==> src/rtl/data_memory_store_arbiter_if.sv <==
// Store/load-hazard bus between the two cores and the data-memory store arbiter,
// plus the arbiter's single write port toward the shared data memory.
interface data_memory_store_arbiter_if #(
    parameter int unsigned ADDR_W = 8,
    parameter int unsigned DATA_W = 8
);
    logic              st_valid_0;
    logic              st_ready_0;
    logic [ADDR_W-1:0] st_addr_0;
    logic [DATA_W-1:0] st_data_0;
    logic [ADDR_W-1:0] ld_addr_0;
    logic              hazard_0;

    logic              st_valid_1;
    logic              st_ready_1;
    logic [ADDR_W-1:0] st_addr_1;
    logic [DATA_W-1:0] st_data_1;
    logic [ADDR_W-1:0] ld_addr_1;
    logic              hazard_1;

    logic              mem_we;
    logic [ADDR_W-1:0] mem_addr;
    logic [DATA_W-1:0] mem_wdata;
    logic              mem_src;
    logic              idle;

    modport master (
        output st_valid_0, st_addr_0, st_data_0, ld_addr_0,
        output st_valid_1, st_addr_1, st_data_1, ld_addr_1,
        input  st_ready_0, hazard_0, st_ready_1, hazard_1,
        input  mem_we, mem_addr, mem_wdata, mem_src, idle
    );

    modport slave (
        input  st_valid_0, st_addr_0, st_data_0, ld_addr_0,
        input  st_valid_1, st_addr_1, st_data_1, ld_addr_1,
        output st_ready_0, hazard_0, st_ready_1, hazard_1,
        output mem_we, mem_addr, mem_wdata, mem_src, idle
    );
endinterface

==> src/rtl/data_memory_store_arbiter.sv <==
// Two per-core store buffers drained round-robin onto the data memory's single write port;
// core-1 addresses are relocated into the upper half and pending stores raise load hazards.
module data_memory_store_arbiter #(
    parameter int unsigned ADDR_W       = 8,
    parameter int unsigned DATA_W       = 8,
    parameter int unsigned DEPTH        = 2,
    parameter int unsigned CORE1_OFFSET = 128
) (
    input logic                           clk,
    input logic                           reset,
    data_memory_store_arbiter_if.slave    bus
);
    localparam int unsigned PTR_W = $clog2(DEPTH);
    localparam int unsigned CNT_W = PTR_W + 1;
    localparam logic [ADDR_W-1:0] OFFSET = ADDR_W'(CORE1_OFFSET);
    localparam logic [CNT_W-1:0] FULL_COUNT = CNT_W'(DEPTH);

    logic [1:0]        st_valid;
    logic [ADDR_W-1:0] st_addr [2];
    logic [DATA_W-1:0] st_data [2];
    logic [ADDR_W-1:0] ld_addr [2];

    logic [ADDR_W-1:0] buf_addr_q [2][DEPTH];
    logic [DATA_W-1:0] buf_data_q [2][DEPTH];
    logic [PTR_W-1:0]  wr_ptr_q [2];
    logic [PTR_W-1:0]  rd_ptr_q [2];
    logic [CNT_W-1:0]  count_q [2];

    logic              last_grant_q;
    logic              mem_we_q;
    logic              mem_src_q;
    logic [ADDR_W-1:0] mem_addr_q;
    logic [DATA_W-1:0] mem_wdata_q;

    logic [1:0]        ready;
    logic [1:0]        non_empty;
    logic [1:0]        push;
    logic [1:0]        pop;
    logic              grant_valid;
    logic              grant_core;
    logic [ADDR_W-1:0] head_addr;
    logic [DATA_W-1:0] head_data;
    logic [ADDR_W-1:0] phys_addr;
    logic [1:0]        hazard;
    logic [PTR_W-1:0]  slot;
    logic [ADDR_W-1:0] ld_phys;

    assign st_valid   = {bus.st_valid_1, bus.st_valid_0};
    assign st_addr[0] = bus.st_addr_0;
    assign st_addr[1] = bus.st_addr_1;
    assign st_data[0] = bus.st_data_0;
    assign st_data[1] = bus.st_data_1;
    assign ld_addr[0] = bus.ld_addr_0;
    assign ld_addr[1] = bus.ld_addr_1;

    // Ready depends only on registered counts, so no st_valid -> st_ready path exists.
    always_comb begin
        ready     = '0;
        non_empty = '0;
        push      = '0;
        for (int c = 0; c < 2; c++) begin
            ready[c]     = (count_q[c] != FULL_COUNT);
            non_empty[c] = (count_q[c] != '0);
            push[c]      = st_valid[c] && ready[c];
        end
    end

    always_comb begin
        grant_valid = |non_empty;
        if (&non_empty) begin
            grant_core = ~last_grant_q;
        end else begin
            grant_core = non_empty[1];
        end
        pop[0]    = grant_valid && !grant_core;
        pop[1]    = grant_valid && grant_core;
        head_addr = buf_addr_q[grant_core][rd_ptr_q[grant_core]];
        head_data = buf_data_q[grant_core][rd_ptr_q[grant_core]];
        phys_addr = head_addr + (grant_core ? OFFSET : '0);
    end

    // An entry is live when its distance from the read pointer is below the count.
    always_comb begin
        hazard  = '0;
        slot    = '0;
        ld_phys = '0;
        for (int c = 0; c < 2; c++) begin
            for (int i = 0; i < DEPTH; i++) begin
                slot = PTR_W'(i) - rd_ptr_q[c];
                if ((CNT_W'(slot) < count_q[c]) && (buf_addr_q[c][i] == ld_addr[c])) begin
                    hazard[c] = 1'b1;
                end
            end
            ld_phys = ld_addr[c] + ((c == 1) ? OFFSET : '0);
            if (mem_we_q && (mem_src_q == 1'(c)) && (ld_phys == mem_addr_q)) begin
                hazard[c] = 1'b1;
            end
        end
    end

    always_ff @(posedge clk) begin
        if (reset) begin
            for (int c = 0; c < 2; c++) begin
                wr_ptr_q[c] <= '0;
                rd_ptr_q[c] <= '0;
                count_q[c]  <= '0;
            end
            last_grant_q <= 1'b1;
            mem_we_q     <= 1'b0;
            mem_src_q    <= 1'b0;
            mem_addr_q   <= '0;
            mem_wdata_q  <= '0;
        end else begin
            for (int c = 0; c < 2; c++) begin
                if (push[c]) begin
                    buf_addr_q[c][wr_ptr_q[c]] <= st_addr[c];
                    buf_data_q[c][wr_ptr_q[c]] <= st_data[c];
                    wr_ptr_q[c]                <= wr_ptr_q[c] + PTR_W'(1);
                end
                if (pop[c]) begin
                    rd_ptr_q[c] <= rd_ptr_q[c] + PTR_W'(1);
                end
                if (push[c] && !pop[c]) begin
                    count_q[c] <= count_q[c] + CNT_W'(1);
                end else if (pop[c] && !push[c]) begin
                    count_q[c] <= count_q[c] - CNT_W'(1);
                end
            end
            mem_we_q <= grant_valid;
            if (grant_valid) begin
                last_grant_q <= grant_core;
                mem_src_q    <= grant_core;
                mem_addr_q   <= phys_addr;
                mem_wdata_q  <= head_data;
            end
        end
    end

    assign bus.st_ready_0 = ready[0];
    assign bus.st_ready_1 = ready[1];
    assign bus.hazard_0   = hazard[0];
    assign bus.hazard_1   = hazard[1];
    assign bus.mem_we     = mem_we_q;
    assign bus.mem_addr   = mem_addr_q;
    assign bus.mem_wdata  = mem_wdata_q;
    assign bus.mem_src    = mem_src_q;
    assign bus.idle       = (count_q[0] == '0) && (count_q[1] == '0) && !mem_we_q;
endmodule

==> src/flat_wrapper.sv <==
// flat-port wrapper written by rule: the top's interface ports become plain ports
module data_memory_store_arbiter_flat 
#(
    parameter int unsigned ADDR_W       = 8,
    parameter int unsigned DATA_W       = 8,
    parameter int unsigned DEPTH        = 2,
    parameter int unsigned CORE1_OFFSET = 128
)
  (clk, reset, bus_st_valid_0, bus_st_addr_0, bus_st_data_0, bus_ld_addr_0, bus_st_valid_1, bus_st_addr_1, bus_st_data_1, bus_ld_addr_1, bus_st_ready_0, bus_hazard_0, bus_st_ready_1, bus_hazard_1, bus_mem_we, bus_mem_addr, bus_mem_wdata, bus_mem_src, bus_idle);
  data_memory_store_arbiter_if #(.ADDR_W(ADDR_W), .DATA_W(DATA_W)) bus_i ();
  input logic clk;
  input logic reset;
  input wire logic [$bits(bus_i.st_valid_0)-1:0] bus_st_valid_0;
  input wire logic [$bits(bus_i.st_addr_0)-1:0] bus_st_addr_0;
  input wire logic [$bits(bus_i.st_data_0)-1:0] bus_st_data_0;
  input wire logic [$bits(bus_i.ld_addr_0)-1:0] bus_ld_addr_0;
  input wire logic [$bits(bus_i.st_valid_1)-1:0] bus_st_valid_1;
  input wire logic [$bits(bus_i.st_addr_1)-1:0] bus_st_addr_1;
  input wire logic [$bits(bus_i.st_data_1)-1:0] bus_st_data_1;
  input wire logic [$bits(bus_i.ld_addr_1)-1:0] bus_ld_addr_1;
  output wire logic [$bits(bus_i.st_ready_0)-1:0] bus_st_ready_0;
  output wire logic [$bits(bus_i.hazard_0)-1:0] bus_hazard_0;
  output wire logic [$bits(bus_i.st_ready_1)-1:0] bus_st_ready_1;
  output wire logic [$bits(bus_i.hazard_1)-1:0] bus_hazard_1;
  output wire logic [$bits(bus_i.mem_we)-1:0] bus_mem_we;
  output wire logic [$bits(bus_i.mem_addr)-1:0] bus_mem_addr;
  output wire logic [$bits(bus_i.mem_wdata)-1:0] bus_mem_wdata;
  output wire logic [$bits(bus_i.mem_src)-1:0] bus_mem_src;
  output wire logic [$bits(bus_i.idle)-1:0] bus_idle;
  assign bus_i.st_valid_0 = bus_st_valid_0;
  assign bus_i.st_addr_0 = bus_st_addr_0;
  assign bus_i.st_data_0 = bus_st_data_0;
  assign bus_i.ld_addr_0 = bus_ld_addr_0;
  assign bus_i.st_valid_1 = bus_st_valid_1;
  assign bus_i.st_addr_1 = bus_st_addr_1;
  assign bus_i.st_data_1 = bus_st_data_1;
  assign bus_i.ld_addr_1 = bus_ld_addr_1;
  assign bus_st_ready_0 = bus_i.st_ready_0;
  assign bus_hazard_0 = bus_i.hazard_0;
  assign bus_st_ready_1 = bus_i.st_ready_1;
  assign bus_hazard_1 = bus_i.hazard_1;
  assign bus_mem_we = bus_i.mem_we;
  assign bus_mem_addr = bus_i.mem_addr;
  assign bus_mem_wdata = bus_i.mem_wdata;
  assign bus_mem_src = bus_i.mem_src;
  assign bus_idle = bus_i.idle;
  data_memory_store_arbiter #(.ADDR_W(ADDR_W), .DATA_W(DATA_W), .DEPTH(DEPTH), .CORE1_OFFSET(CORE1_OFFSET)) u_core (.clk(clk), .reset(reset), .bus(bus_i));
endmodule
==> config.mk <==
export PLATFORM = sky130hd
export DESIGN_NAME = data_memory_store_arbiter_flat
export DESIGN_NICKNAME = d
export VERILOG_FILES = /design/src/rtl/data_memory_store_arbiter_if.sv /design/src/rtl/data_memory_store_arbiter.sv /design/src/flat_wrapper.sv
export SDC_FILE = /design/constraint.sdc
export NUM_CORES = 1
export LEC_CHECK = 0
export BUFFER_PORTS_ARGS = -buffer_cell sky130_fd_sc_hd__buf_2
export CORE_ASPECT_RATIO = 1.2
export CORE_MARGIN = 3
export CORE_UTILIZATION = 40
export DETAILED_ROUTE_END_ITERATION = 10
export SLEW_MARGIN = 20
export SYNTH_ARGS = -nofsm -noshare
export SYNTH_HDL_FRONTEND = slang
export SYNTH_SLANG_ARGS = --single-unit
==> constraint.sdc <==
create_clock -name clk -period 2.5 [get_ports clk]
set_input_delay 0.5 -clock clk [delete_from_list [all_inputs] [get_ports clk]]
set_output_delay 0.5 -clock clk [all_outputs]
set_load 0.02 [all_outputs]
# Word level (Yosys, flattened, before mapping)
# Memory sizes are Yosys's and may differ from the RTL's.
# Index checks and enable logic that the tools add are counted.
op_classes:
  add_sub_neg: 14
  order_cmp: 9
  n_eq_ne: 8
  muxes: 56
  bitwise_logic: 13
  n_reduce_logical: 32
ops:
  columns: ["cell", "count"]
  rows:
  - ["$mux W8", 9]
  - ["$eq A8 B8 Y1", 6]
  - ["$mux W1", 39]
  - ["$mux W16", 2]
  - ["$logic_and A1 B1 Y1", 20]
  - ["$demux W8 S1", 2]
  - ["$add A8 B8 Y8", 1]
  - ["$add A8 B8 Y8 const B", 1]
  - ["$lt A1 B2 Y1", 4]
  - ["$mux W2", 4]
  - ["$or A1 B1 Y1", 8]
  - ["$ge A2 B2 Y1 const B", 3]
  - ["$logic_not A1 Y1", 6]
  - ["$not A1 Y2", 3]
  - ["$add A1 B1 Y1 const B", 4]
  - ["$add A2 B1 Y2 const B", 2]
  - ["$logic_not A2 Y1", 2]
  - ["$lt A2 B1 Y1 const B", 2]
  - ["$ne A2 B2 Y1 const B", 2]
  - ["$reduce_bool A2 Y1", 2]
  - ["$sub A1 B1 Y1 const A", 4]
  - ["$sub A2 B1 Y2 const B", 2]
  - ["$not A1 Y1", 2]
  - ["$reduce_and A2 Y1", 1]
  - ["$reduce_or A2 Y1", 1]
totals:
  ff_bits: 19
  ram_bits: 72
  input_bits: 52
  out_inout_bits: 23
  elab_cells: 142
  n_memories: 5
memory_table:
  columns: ["name", "words", "word_bits", "rd", "rd_clocked_by_memory_dff", "wr", "line", "rtl"]
  rows:
  - ["u_core.buf_addr_q", 2, 16, 3, 0, 2, "data_memory_store_arbiter.sv:23", "logic [ADDR_W-1:0] buf_addr_q [2][DEPTH];"]
  - ["u_core.buf_data_q", 2, 16, 1, 0, 2, "data_memory_store_arbiter.sv:24", "logic [DATA_W-1:0] buf_data_q [2][DEPTH];"]
  - ["u_core.count_q", 2, 2, 2, 0, 2, "data_memory_store_arbiter.sv:27", "logic [CNT_W-1:0] count_q [2];"]
  - ["u_core.rd_ptr_q", 2, 1, 3, 0, 2, "data_memory_store_arbiter.sv:26", "logic [PTR_W-1:0] rd_ptr_q [2];"]
  - ["u_core.wr_ptr_q", 2, 1, 2, 0, 2, "data_memory_store_arbiter.sv:25", "logic [PTR_W-1:0] wr_ptr_q [2];"]

# Longest topological paths before layout
depth:
  word_depth: 12
  mapped_depth: 8

# Worst setup path after synthesis
# No wires, ideal clock.
synth_path:
  path_type: "input-to-reg"
  start: "in reset"
  end: "mem u_core.buf_addr_q[0][10] (netlist name), enable pin"
  setup_time_ps: 409
  arrival_time_ps: 2037
  path_slack_ps: 54
  cell_stages: 3
  path_buffers: 2
  cell_sequence: "buf_2 clkbuf_1 nor3_1"
synth_rtl:
  columns: ["element", "line", "rtl"]
  rows:
  - ["from (decl)", "flat_wrapper.sv:12", "input logic reset;"]
  - ["to (decl)", "data_memory_store_arbiter.sv:23", null]

==> results by group <==
Floorplanning
  – Std cell rows: 40
  – Starting Density: around two fifths
  – Die Ht: about 120 µm
  – I/O Pins: 75
  – Die area: 0.01184 mm²
  – Width of the die: 99.84 µm
  – Core area: 0.01016 mm²

Timing
  – Hold_ws: 345.1 ps
  – Setup_tns: 0 ps
  – Final setup margin: ~200 ps
  – F_max: 0.4349 GHz
  – Fin. Hold Viols: 0
  – Setup-failing EPs final: 0
  – Worst-margin pin slew: 787.1 ps
  – RSZ-0062 raised after global routing: false
  – Final Skew: 4.780 ps
  – Final Critical Period: approximately 2300 ps
  – Final Max Slew Viols: 0
  – Slew Limit Headroom: a little under half
  – Period Utilization, post-route: 91.97%

Global routing
  – Gr ovfl total: 0
  – Largest net degree at the start of global routing: 28
  – Antenna violations before repair: 0
  – Number of global-route vias before repair: 2973
  – First-pass GRT wire length: roughly 15000 µm
  – Gr usage total: 16.52%

Layout
  – P&R area growth vs syn: 19.63%
  – # fillers: 942
  – Diode count: 0
  – Share of cells above drive strength 1: 29.57%
  – Final instance area: around 0.0051 mm²
  – Layout Nets: 465

Power and ir drop
  – Power per Cell Area: 1116 mW/mm²
  – P_leak: 0.001909 µW
  – Maximum vdd drop: 0.0005619 V

Worst setup path
  – Critical path required time: about 2000 ps
  – Crit path DAT: about 1800 ps
  – CP Capture Type: output pin
  – Worst-path fanout max: 7
  – Reg2Reg Depth: 4
  – Worst setup SP type: flop
  – Setup CP Type: reg -> out
  – R2R Setup Slk: 330 ps

Synthesis
  – Xor and xnor fraction of the mapped netlist area: 10.36%
  – Synth Area in Compound Gates: 7.845%
  – Post-Syn Instances: 333
  – Ys flop type: edfxtp_1
  – Main area contributors after synthesis: edfxtp_1 51%, dfxtp_1 9.0%, xor2_1 6.6%
  – Synth unique cells: 37
  – Most common cell in the netlist: edfxtp_1
  – Seq/Total Area, Yosys: 60.15%
  – Largest family of logic cells by synthesized area: XOR/XNOR gates
  – Ys Warns: 0
  – Syn Nets: 387
  – Avg Synthesized Cell Area: between 10 and 15 µm²
  – Synth top cells by count: 72 x edfxtp_1, 36 x nand2_1, 32 x xor2_1, 23 x a21oi_1, 19 x dfxtp_1
  – Top-area cell type share of the netlist area: between 50 and 60%
  – Post-synth EDFFs: roughly 70
  – Flops & latches, synth: 91
  – Post-Synth Adder-Cell Area: 0.5921%
  – Async SR Flop Fraction: 0%
  – Post-synthesis mux area share: 8.052%
  – Area leader, netlist: edfxtp_1
  – Synth Area in Simple Gates: 9.769%
  – Mapped cell area: 0.004227 mm²

Clocking
  – CTS Buf Count: 9
  – Maximum clock path buffer count: 2
  – Clock Pin Slew Worst Setup and Hold Paths: 70 ps
  – Hold buffers post-CTS: 0
  – CTS root buffer: clkbuf_16
  – # clock sinks: 91
  – Resized Gates After CTS: 0
  – # H-tree levels: 3
  – CTS tree: yes
  – Clock Latency Late Sink: 340 ps
  – Post CTS Setup Buffer Count: 0

Job
  – Max Cap Viol: 0

Detailed routing
  – Via density: roughly 5.3
  – Vias: 2846
  – ANT nets after route: 0
  – Drt pass-1 iters: 5
  – Final WL: 9423 µm
  – Iter 0 DRT Violations: 135
  – Wire length per cell after detailed routing: 17.39 µm
  – DRC violations left: 0

Outcome
  – Outcome: finished clean

Placed design
  – # port buffers: 74
  – Worst slack at placement: about 300 ps
  – RePlAce Congestion: around 0.84
  – DP Wirelength: 7003 µm
  – Dpl cell area: 0.004722 mm²

Worst hold path
  – Hold crit path type: in -> reg
  – Hold Path Depth: 1
[per-layer routing]
layer	global-route usage [%]	part of all wire, %
met5	0	0
met3	2.361	4.1
met4	6.917	2.6
met2	29.22	52
met1	19.77	41
[sequential cells by signal, summed over array words and instances (netlist names), 2 cells and up]
| signal | count |
|---|---|
| u_core.buf_addr_q | 32 |
| u_core.buf_data_q | 32 |
| u_core.wr_ptr_q | 2 |
| u_core.bus.mem_addr | 8 |
| u_core.rd_ptr_q | 2 |
| u_core.bus.mem_wdata | 8 |
| u_core.count_q | 4 |
[metrics by stage]
step                total power [µW]  utilization (%)  std cells
CTS                             5698            49.77        542
global placement                4163            46.48        526
global route                    5984            49.77        542
detailed placement              4185            46.48        526
floorplan                       3692                -        333
finish                          5644            49.77        542
[worst max-delay path, stage by stage, from the launching register on]
cell and delay (ps):
edfxtp_1 550, inv_1 180, a21oi_1 80, nor3_1 240
nand4_1 130, nand3_1 120, buf_2 170
[where the power goes]
part	switching (µW)	internal (µW)	total [µW]
logic	1090	805	1890
registers	304	1950	2250
clock network	600	897	1500
total	1990	3650	5640
[placed cells by master, fill, tap and decap left out, types with 2 or more instances in the layout]
| cell | netlist | layout |
|---|---|---|
| o21ai_0 | 6 | 6 |
| clkinv_4 | 0 | 2 |
| nand2_1 | 36 | 36 |
| a21oi_1 | 23 | 23 |
| xnor2_1 | 18 | 18 |
| o211ai_1 | 16 | 16 |
| nand4_1 | 7 | 7 |
| edfxtp_1 | 72 | 72 |
| nor4_1 | 7 | 7 |
| nor2b_1 | 2 | 2 |
| nor2_1 | 8 | 8 |
| bufinv_16 | 0 | 2 |
| buf_2 | 4 | 74 |
| nor3_1 | 9 | 8 |
| buf_4 | 6 | 9 |
| xor2_1 | 32 | 32 |
| inv_8 | 0 | 2 |
| inv_1 | 7 | 7 |
| mux2i_1 | 16 | 16 |
| mux2_2 | 16 | 16 |
| dfxtp_1 | 19 | 19 |
| and2_1 | 2 | 2 |
| nand3_1 | 4 | 4 |
| clkbuf_16 | 0 | 9 |
| ha_1 | 2 | 2 |
[cell type report]
class,count,area [µm²],share of cell area (%)
Clock buffer,9,225.2,4.454
Clock inverter,7,108.9,2.153
Tap cell,126,157.7,3.118
Timing Repair Buffer,83,437.9,8.661
Multi-Input combinational cell,219,1558,30.81
Sequential cell,91,2542,50.28
Inverter,7,26.28,0.5197
[logic make-up (layout without fill, tap and decap cells)]
kind of cell	count (synthesis)	after routing
AO/OA/AOI/OAI	52	52
XOR/XNOR	50	50
adder cells (fa/ha/maj)	2	2
buffers and inverters	23	106
flip-flops	91	91
multiplexers	32	32
AND/OR/NAND/NOR	83	83
[worst paths after layout]
kind / start / end
min reg2reg: u_core.bus.mem_wdata[7]$_SDFFE_PP0N_ / u_core.bus.mem_wdata[7]$_SDFFE_PP0N_
max reg2reg: u_core.count_q[1][0]$_DFFE_PP_ / u_core.buf_data_q[1][3]$_DFFE_PP_
min: bus_st_data_1[6] / u_core.buf_data_q[1][6]$_DFFE_PP_
max: u_core.rd_ptr_q[1]$_SDFFCE_PN0P_ / bus_hazard_1
(Power assumes the default switching activity.)
